==> config.mk <==
export PLATFORM = sky130hd
export DESIGN_NAME = settle_timer
export DESIGN_NICKNAME = d
export VERILOG_FILES = /design/src/rtl/and_vector_checker_settle_timer.sv
export SDC_FILE = /design/constraint.sdc
export NUM_CORES = 1
export LEC_CHECK = 0
export CAP_MARGIN = 20
export CORE_AREA = 4 4 41 43
export DETAILED_ROUTE_END_ITERATION = 16
export DIE_AREA = 0 0 45 47
export SLEW_MARGIN = 20
export SYNTH_ARGS = -nofsm -noshare
export SYNTH_HDL_FRONTEND = slang
export SYNTH_SLANG_ARGS = --single-unit
==> constraint.sdc <==
create_clock -name clk_i -period 1.91 [get_ports clk_i]
set_input_delay 0.191 -clock clk_i [delete_from_list [all_inputs] [get_ports clk_i]]
set_output_delay 0.191 -clock clk_i [all_outputs]
set_load 0.1 [all_outputs]
==> src/rtl/and_vector_checker_settle_timer.sv <==
// rtl/and_vector_checker_settle_timer.sv - 4-bit loadable down-counter timing the settle window
//
// Ports:
//   clk_i       clock
//   rst_ni      asynchronous active-low reset
//   load_i      load load_val_i into the counter this cycle
//   load_val_i  value to load (settle length in cycles)
//   expired_o   counter is at its last settle cycle (value 1 or below)
module settle_timer (
  input  logic       clk_i,
  input  logic       rst_ni,
  input  logic       load_i,
  input  logic [3:0] load_val_i,
  output logic       expired_o
);

  logic [3:0] cnt_q, cnt_d;

  // Counts down every cycle it is not being loaded and parks at zero.
  always_comb begin
    cnt_d = cnt_q;
    if (load_i) begin
      cnt_d = load_val_i;
    end else if (cnt_q != 4'd0) begin
      cnt_d = cnt_q - 4'd1;
    end
  end

  always_ff @(posedge clk_i or negedge rst_ni) begin
    if (!rst_ni) begin
      cnt_q <= 4'd0;
    end else begin
      cnt_q <= cnt_d;
    end
  end

  // The SETTLE state sees values SETTLE..1, so value 1 marks its final cycle.
  assign expired_o = (cnt_q <= 4'd1);

endmodule

==> results.md <==
Timing:
- The total negative slack for setup checks is 0 ns.
- At the pin with the least slew margin, the transition time is 0.2668 ns.
- The worst pin sits at a relative slew slack of 82.15%.
- The maximum frequency from static timing analysis is 637.1 MHz.
- After layout, the worst path uses 82.18% of the clock period.
- The worst path setup slack after routing is 0.3404 ns.
- The worst path needs 1.570 ns of the cycle, external delays included.
- The final setup skew is 0.0008689 ns.
- The number of hold violations in the final report was 0.
- The final hold slack is 0.1621 ns.
- Setup repair after global routing left no endpoint under its margin.
- The number of max-slew violations in the final report is 0.
- Setup violations remaining at the end of the flow were counted as 0.

Floorplan:
- The die span in x is 45 um.
- From bottom edge to top edge, the die measures 47 um.
- In this run the count of I/O pins placed on the die edge is 8.
- The die covers 2115 um2.
- The total area inside the core boundary comes to 1301 um2.
- The number of placement rows is 13.
- The initial utilization of the core area, before any placement, comes to 19.52%.

Yosys:
- The post-synthesis cell count is 25.
- The count of distinct cell types in the synthesized netlist is 14.
- Sequential cells were found to cover 39.41% of the synthesized design area.
- Dividing the synthesized area by the synthesized cell count gives 10.16 um2.
- In this run the cell area of the synthesized design comes to 254.0 um2.
- The number of warnings issued by yosys is 0.
- Counting flops and latches in the post-synthesis netlist gives 4.
- The number of nets produced by synthesis is 34.

Cells and area:
- The final instance count without filler cells is 49.
- The area added between synthesis and finish is 50.74%.
- For this run, the post-layout net count is 45.
- The number of flip-flops in the largest register is 4.
- Ranked by flip-flop count, first place goes to cnt_q.
- At the end of the flow the core is filled with cells to 29.42%.
- The filler cell count in the final layout is 145.
- 0 antenna diodes ended up in the layout.
- The share of post-route cells with drive strength above 1 is 23.53%.
- In the final layout, the registers with the most flip-flops are cnt_q (4).

Critical path:
- Of all nets on the critical path, the largest fanout is 5.
- STA puts the critical path data required time at 1.72 ns.
- The cell at the slowest stage of the critical path is dfrtp_1.
- The total buffers and inverters traversed by the critical path is 2.
- STA puts the critical path data arrival time at 1.38 ns.
- STA classifies the critical path startpoint as a flip-flop.
- On the worst path, the slowest cell contributes a delay of 0.39 ns.
- Walking the worst path, the cells encountered are inv_1, ha_1, nor2_1, nor3_4, buf_12.
- The critical path in this run is classified as flip-flop to primary output.
- The cell family contributing the most delay on the critical path is flip-flops.
- The endpoint class of the critical path is a primary output.

Placed design:
- The count of placed standard cells including taps is 46.
- In this run the tool buffered the top-level ports with 7 buffer cells.
- The HPWL after detailed placement is 368 um.
- The global placement routability congestion is 0.6168.
- Prior to clock tree synthesis, the placed netlist has a worst setup slack of 0.4803 ns.

Clock network:
- The clock latency at the later pin of the worst-skew pair is 0.23 ns.
- The clock passes through at most 2 buffers.
- The post-CTS resize count is 0.
- Buffers inserted during clock tree synthesis total 3.
- The cell sitting at the root of the clock tree is a clkbuf_4.
- The maximum level of the CTS H-tree is 1.
- The number of hold buffers added after CTS was 0.
- The number of sinks driven by the clock tree is 4.
- The clock-pin slew reported for the worst setup and hold paths after clock tree synthesis is 0.04 ns.
- The count of buffers added by post-CTS timing repair for setup is 0.
- The clock tree from TritonCTS is built.

Global route:
- The maximum number of pins on one net before global-route repair is 9.
- The global-route wire length before repair is 710 um.
- The number of global-route vias before repair came to 180.
- The initial antenna violation count is 0.
- The total routing resource utilization after global routing is 5.313%.
- Global routing finished with a remaining overflow of 0.

Detailed routing:
- In the routed layout, each cell is associated on average with a via count of 4.061.
- The number of nets with antenna violations after detailed routing is 0.
- Summing over every cut layer, the via total after detailed routing is 199.
- For this block, the initial DRC count from the detailed router was 1.
- The number of remaining DRC errors is 0.
- Summed over all layers, the routed wires come to 427 um.
- In the final routed layout, each cell accounts on average for 8.714 um.
- The detailed-routing iteration count for the pre-antenna-repair pass is 2.

Pwr:
- The static power due to leakage is 0.1567 nW.
- The worst-case IR drop observed on VDD is 304.8 uV.
- The power per cell area is 1095 nW/um2.

Run:
- The number of maximum-capacitance violations is 0.

Status:
- The run finished with clean final reports.

Worst hold path:
- The min-delay analysis places its worst path in the category input pin to asynchronous set/reset pin.
## placed cells by master, fill, tap and decap left out
cell type        n
clkdlybuf4s50_1  6
clkbuf_4         3
ha_1             2
nor3b_4          1
nor3b_1          1
nor3_1           2
mux2i_1          1
a221o_1          1
xnor2_1          1
nor3_4           1
dfrtp_1          4
o21ai_0          2
nor2_1           1
mux2_2           2
inv_1            2
buf_12           1
nand2_1          3
## per-layer routing
metal	wire length (um)	GRT usage, %	vias to the layer above	part of all wire [%]
met5	0	0	-	0
met3	42	1.533	2	9.8
met4	17	8.772	0	4.0
li1	-	-	104	-
met1	198	5.517	85	46
met2	168	6.780	8	39
## synth_stat cells (all sizes together)
master | number | share of area (%)
nor3 | 3 | 5.9
dfrtp | 4 | 39
nor2 | 1 | 1.5
mux2i | 1 | 3.9
o21ai | 2 | 3.9
nand2 | 3 | 4.4
a221o | 1 | 3.9
mux2 | 2 | 8.9
inv | 2 | 3.0
nor3b | 2 | 10
clkbuf | 1 | 1.5
xnor2 | 1 | 3.4
ha | 2 | 9.9
## final cells by class
type	instances	area, um2	share of cell area, %
clock buffer	3	22.52	5.882
inverter	2	7.507	1.961
multi-input combinational	18	153.9	40.20
sequential	4	100.1	26.14
tap	15	18.77	4.902
timing repair buffer	7	80.08	20.92
## worst register-to-register path, cell delays in order, from the launching register on
cell     delay, ns
dfrtp_1       0.39
inv_1         0.09
ha_1          0.23
nor3b_4       0.25
mux2i_1       0.10
mux2_2        0.26
## power by group
part | total [mW] | internal, mW | switching (mW)
Sequential | 0.129 | 0.105 | 0.0241
Combinational | 0.188 | 0.0894 | 0.0982
Clock | 0.103 | 0.0702 | 0.0326
Total | 0.419 | 0.264 | 0.155
## stage by stage
stage | cell area, um2 | total power, mW
global route | 382.9 | 0.4491
floorplan | 265.3 | 0.2631
finish | 382.9 | 0.4192
global placement | 360.3 | 0.3176
detailed placement | 360.3 | 0.3189
CTS | 382.9 | 0.4289
## worst paths after layout
path,end,depth (start not counted),slack (ns),start
max,expired_o,5,0.34,cnt_q[0]$_DFFE_PN0P_
min,cnt_q[1]$_DFFE_PN0P_,1,0.16,rst_ni
max reg2reg,cnt_q[1]$_DFFE_PN0P_,5,0.48,cnt_q[0]$_DFFE_PN0P_
min reg2reg,cnt_q[1]$_DFFE_PN0P_,3,0.72,cnt_q[1]$_DFFE_PN0P_
max in group asynchronous,cnt_q[3]$_DFFE_PN0P_,1,1.58,rst_ni
min in group clk_i,cnt_q[0]$_DFFE_PN0P_,3,0.52,load_val_i[0]
## kinds of logic (layout without fill, tap and decap cells)
family / Yosys count / count (layout) / synth area share, %
buffers and inverters: 3 / 12 / 4.433
XOR/XNOR: 1 / 1 / 3.449
multiplexers: 3 / 3 / 12.81
AND/OR/NAND/NOR: 9 / 9 / 22.17
AO/OA/AOI/OAI: 3 / 3 / 7.882
flip-flops: 4 / 4 / 39.41
adder cells (fa/ha/maj): 2 / 2 / 9.851
(Power assumes the default switching activity.)
==> RTL edit 1, RTL diff (same flow settings) <==
Reset style: synchronous (`rst_ni`), changed in one clocked block. Comments in the files are not updated.
--- a/src/rtl/and_vector_checker_settle_timer.sv
+++ b/src/rtl/and_vector_checker_settle_timer.sv
@@ -26,7 +26,7 @@
     end
   end
 
-  always_ff @(posedge clk_i or negedge rst_ni) begin
+  always_ff @(posedge clk_i) begin
     if (!rst_ni) begin
       cnt_q <= 4'd0;
     end else begin
Check against the original RTL: differs if rst_ni is asserted again (counterexample within 4 cycles, from zero or initial values and one cycle with rst_ni low); with rst_ni held inactive, the same outputs for 10 cycles.
==> RTL edit 1 against the unedited design <==
Global-route usage is essentially flat; worst setup slack better by 0.045 ns; sequential share of layout area decreased by 5.5 points; sequential cell count unchanged; cell area up 1.3%; area after synthesis rose by 0.49%; power is 11% lower; routed wire length up 3.5%; fmax is 3.0% higher; critical endpoint unchanged; highest routed layer unchanged.
==> RTL edit 1: results (changes against the unedited design) <==
total number of vias 204 (+2.5%); Reg clk slew, reported paths 0.04 ns (about the same); Fillers 156 (+7.6%); cts repair resizes 0 (unchanged); post-synthesis adder-cell area fraction 9.80% (-0.048 points); synth top area cells dfxtp_1, ha_1, nor3b_4, xnor2_1, nand3_1; most frequent cells after synthesis dfxtp_1, nand3_1; Synth Net Count 35 (+2.9%); Int Power 244 uW (-7.6%); post-route insts no fill 51 (+4.1%); Post-CTS Setup Bufs 0 (unchanged); Buffers on Ports 7 (unchanged); first-pass GRT wire length 690 um (-2.8%); Synth Area in Compound Gates 12.3% (+4.4 points); P_leak 0.157 nW (+0.23%); Layout Skew 0.00198 ns (+0.00111 ns); CP max FO 4 (-1); hpwl dp 367 um (-0.41%); DRT Pass-1 Iters 1 (-1); WL final 442 um (+3.5%); fraction of synthesized area in multiplexers 9.80% (-3.0 points); number of global-route vias before repair 193 (+7.2%); Critical Path AT 1.33 ns (-0.05 ns); post-layout net count 47 (+4.4%); Root Buffer clkbuf_4; Clock Path Buffers 2 (unchanged); dpl cells 48 (+4.3%); library cells used by synthesis 17 (+3); biggest regs cnt_q (4); headroom to the max-slew limit 81.0% (-1.2 points); antenna violations before repair 0 (unchanged); Synth async-reset ratio 0% (-100 points); Slew Limit Fails 0 (unchanged); sequential-to-total area share from yosys stat 31.4% (-8.0 points); dominant synthesized flop cell dfxtp_1; Worst VDD drop 0.000290 V (-4.9%); clock latency on the worst-skew pair 0.23 ns (about the same); slowest library cell on the worst path dfxtp_1; ANT cells 0 (unchanged); routability cong. 0.586 (-5.0%); CTS Buf Count 3 (unchanged); max incr delay on CP 0.36 ns (-0.03 ns); GRT Total Usage 5.29% (-0.021 points); Min-Delay Path Class input pin to flip-flop; Syn Area/Cell 9.82 um^2 (-3.4%); H-tree level count 1 (unchanged); xor and xnor area share after synthesis 6.86% (+3.4 points); initial drt markers 0 (-1); Ys Warns 0 (unchanged); largest net degree at the start of global routing 7 (-2); layout cells sized above 1 25.0% (+1.5 points); status complete, no violations
-- RTL edit 1: layout make-up --
class / instances / area (um^2) / share of cell area (%)
clock buffer: 3 / 22.5 / 5.81
inverter: 2 / 7.51 / 1.94
multi-input combinational: 20 / 179 / 46.1
sequential: 4 / 80.1 / 20.6
tap: 15 / 18.8 / 4.84
timing repair buffer: 7 / 80.1 / 20.6
-- RTL edit 1: worst paths after layout --
kind,to,startpoint,cells after the start,slack [ns]
max,expired_o,cnt_q[0],5,0.39
min,cnt_q[0],load_val_i[0],3,0.53
max reg2reg,cnt_q[1],cnt_q[0],5,0.49
min reg2reg,cnt_q[1],cnt_q[1],3,0.65
-- RTL edit 1: stage by stage --
step	setup WS (ns)	hold slack, ns	instance area (um^2)
after global placement	0.506	0.626	365
after detailed placement	0.497	0.638	365
after floorplan	0.321	0.323	267
final	0.386	0.533	388
after CTS	0.363	0.527	388
after global routing	0.321	0.546	388
-- RTL edit 1: cell families after synthesis --
kind of cell	count (synthesis)
buffers and inverters	2
flip-flops	4
multiplexers	2
adder cells (fa/ha/maj)	2
AND/OR/NAND/NOR	10
AO/OA/AOI/OAI	4
XOR/XNOR	2
-- RTL edit 1: power by group through the flow --
stage / Combinational, mW / Clock [mW] / Sequential [mW]
floorplan: 0.116 / 0 / 0.108
global placement: 0.163 / 0 / 0.110
detailed placement: 0.164 / 0 / 0.110
CTS: 0.166 / 0.106 / 0.109
global route: 0.174 / 0.110 / 0.109
finish: 0.164 / 0.101 / 0.109
-- RTL edit 1: routing by layer --
layer	up-vias	track usage, %	wire length (um)
met5	-	0	0
met4	0	8.77	4
met3	2	2.30	44
met2	8	7.63	187
met1	82	4.32	204
li1	112	-	-
-- RTL edit 1: critical path, delay by kind of cell (launching register included) --
| kind | cells | cell delay, ns |
|---|---|---|
| buffers and inverters | 2 | 0.26 |
| adder cells (fa/ha/maj) | 1 | 0.24 |
| AND/OR/NAND/NOR | 2 | 0.24 |
| flip-flops | 1 | 0.36 |
==> RTL edit 2, RTL diff (same flow settings) <==
Without the edit above. Put a register stage on the output `expired_o`. The value now appears one clock later. Comments in the files are not updated.
--- a/src/rtl/and_vector_checker_settle_timer.sv
+++ b/src/rtl/and_vector_checker_settle_timer.sv
@@ -35,7 +35,9 @@
   end
 
   // The SETTLE state sees values SETTLE..1, so value 1 marks its final cycle.
-  assign expired_o = (cnt_q <= 4'd1);
+  always_ff @(posedge clk_i) begin
+    expired_o <= (cnt_q <= 4'd1);
+  end
 
 endmodule
 
Function: changed (Yosys sat finds a counterexample within 4 cycles, from zero or initial values and one cycle with rst_ni low).
==> RTL edit 2 against the unedited design <==
Count of clock-buffer cells in the layout is 1 higher; cell area stayed put; area after synthesis is 7.9% higher; sequential cell count is 1 higher; utilization stayed put; routed wire length is 13% higher; worst setup slack better by 0.13 ns; combinational power is 14% lower; power is 4.6% higher; global-route usage is 0.40 points higher; critical endpoint is now cnt_q[1]; highest routed layer unchanged.
==> RTL edit 2: results (changes against the unedited design) <==
status complete, no violations; headroom to the max-slew limit 80.8% (-1.4 points); hpwl dp 363 um (-1.5%); Root Buffer clkbuf_4; post-synthesis adder-cell area fraction 9.13% (-0.72 points); post-DR vias/cell 4.04 (-0.54%); delay-heaviest family, CP flip-flops; met2 wire len 189 um (+13%); initial drt markers 8 (+7); clock latency on the worst-skew pair 0.25 ns (+0.02 ns); max incr delay on CP 0.39 ns (about the same); antenna violations before repair 0 (unchanged); ANT cells 0 (unchanged); total number of vias 206 (+3.5%); routability cong. 0.755 (+22%); largest net degree at the start of global routing 9 (unchanged); Worst VDD drop 0.000400 V (+31%); Comb. pwr 161 uW (-14%); Syn Area/Cell 10.5 um^2 (+3.7%); Fillers 138 (-4.8%); CTS Buf Count 3 (unchanged); first-pass GRT wire length 745 um (+4.9%); M3 GR Usage 5.75% (+4.2 points); cts repair resizes 0 (unchanged); fraction of synthesized area in multiplexers 11.9% (-0.94 points); xor and xnor area share after synthesis 3.20% (-0.25 points); Ys Warns 0 (unchanged); Synth Net Count 35 (+2.9%); PnR Total Power 439 uW (+4.6%); Int Power 282 uW (+6.7%); Post-CTS Setup Bufs 0 (unchanged); top sig layer met4; most frequent cells after synthesis dfrtp_1, nand2_1, nor3_1; CP max FO 5 (unchanged); CTS Hold Bufs 0 (unchanged); synth top area cells dfrtp_1, ha_1, mux2_2, dfxtp_1, nor3b_4; WL final 484 um (+13%); P_clk 125 uW (+21%); layout cells sized above 1 19.4% (-4.1 points); DRT Pass-1 Iters 2 (unchanged); library cells used by synthesis 15 (+1); met3 wire length 64 um (+52%); post-layout net count 46 (+2.2%); GRT met1 Usage 5.98% (+0.46 points); Layout Skew 0.00455 ns (+0.00368 ns); H-tree level count 1 (unchanged); number of global-route vias before repair 186 (+3.3%); Min-Delay Path Class input pin to async pin; Synth Area in Compound Gates 7.31% (-0.58 points); slowest library cell on the worst path dfrtp_1; dpl cells 47 (+2.2%); R2R depth 5 (unchanged); GRT Total Usage 5.71% (+0.40 points); metal1 wirelength 221 um (+12%); P_leak 0.160 nW (+2.3%); sequential-to-total area share from yosys stat 43.8% (+4.4 points); Synth async-reset ratio 80.0% (-20 points); biggest regs cnt_q (4), expired_o (1); GR Util met2 7.06% (+0.28 points); largest register by flop count cnt_q
==> RTL edit 2: cell types whose count changed after synthesis <==
cell,delta
dfxtp_1,+1
==> RTL edit 2: area by class of cell <==
type	count	share of cell area, %
tap	15	4.90
multi-input combinational	18	37.3
inverter	2	1.96
timing repair buffer	7	17.6
clock buffer	4	6.86
sequential	5	31.4
==> RTL edit 2: path summary, 6_finish.rpt <==
path / end / start / slack, ns
max in group asynchronous: cnt_q[1] / rst_ni / 1.57
min in group clk_i: cnt_q[2] / load_val_i[2] / 0.51
worst max register to register: cnt_q[1] / cnt_q[0] / 0.47
worst max-delay path: cnt_q[1] / cnt_q[0] / 0.47
worst min-delay path: cnt_q[3] / rst_ni / 0.15
worst min register to register: expired_o / cnt_q[2] / 0.56
==> RTL edit 2: per-stage QoR <==
step | worst slack [ns] | instance area (um^2)
after floorplan | 0.561 | 274
after global placement | 0.484 | 357
after detailed placement | 0.476 | 357
after CTS | 0.462 | 383
after global routing | 0.356 | 383
final | 0.470 | 383
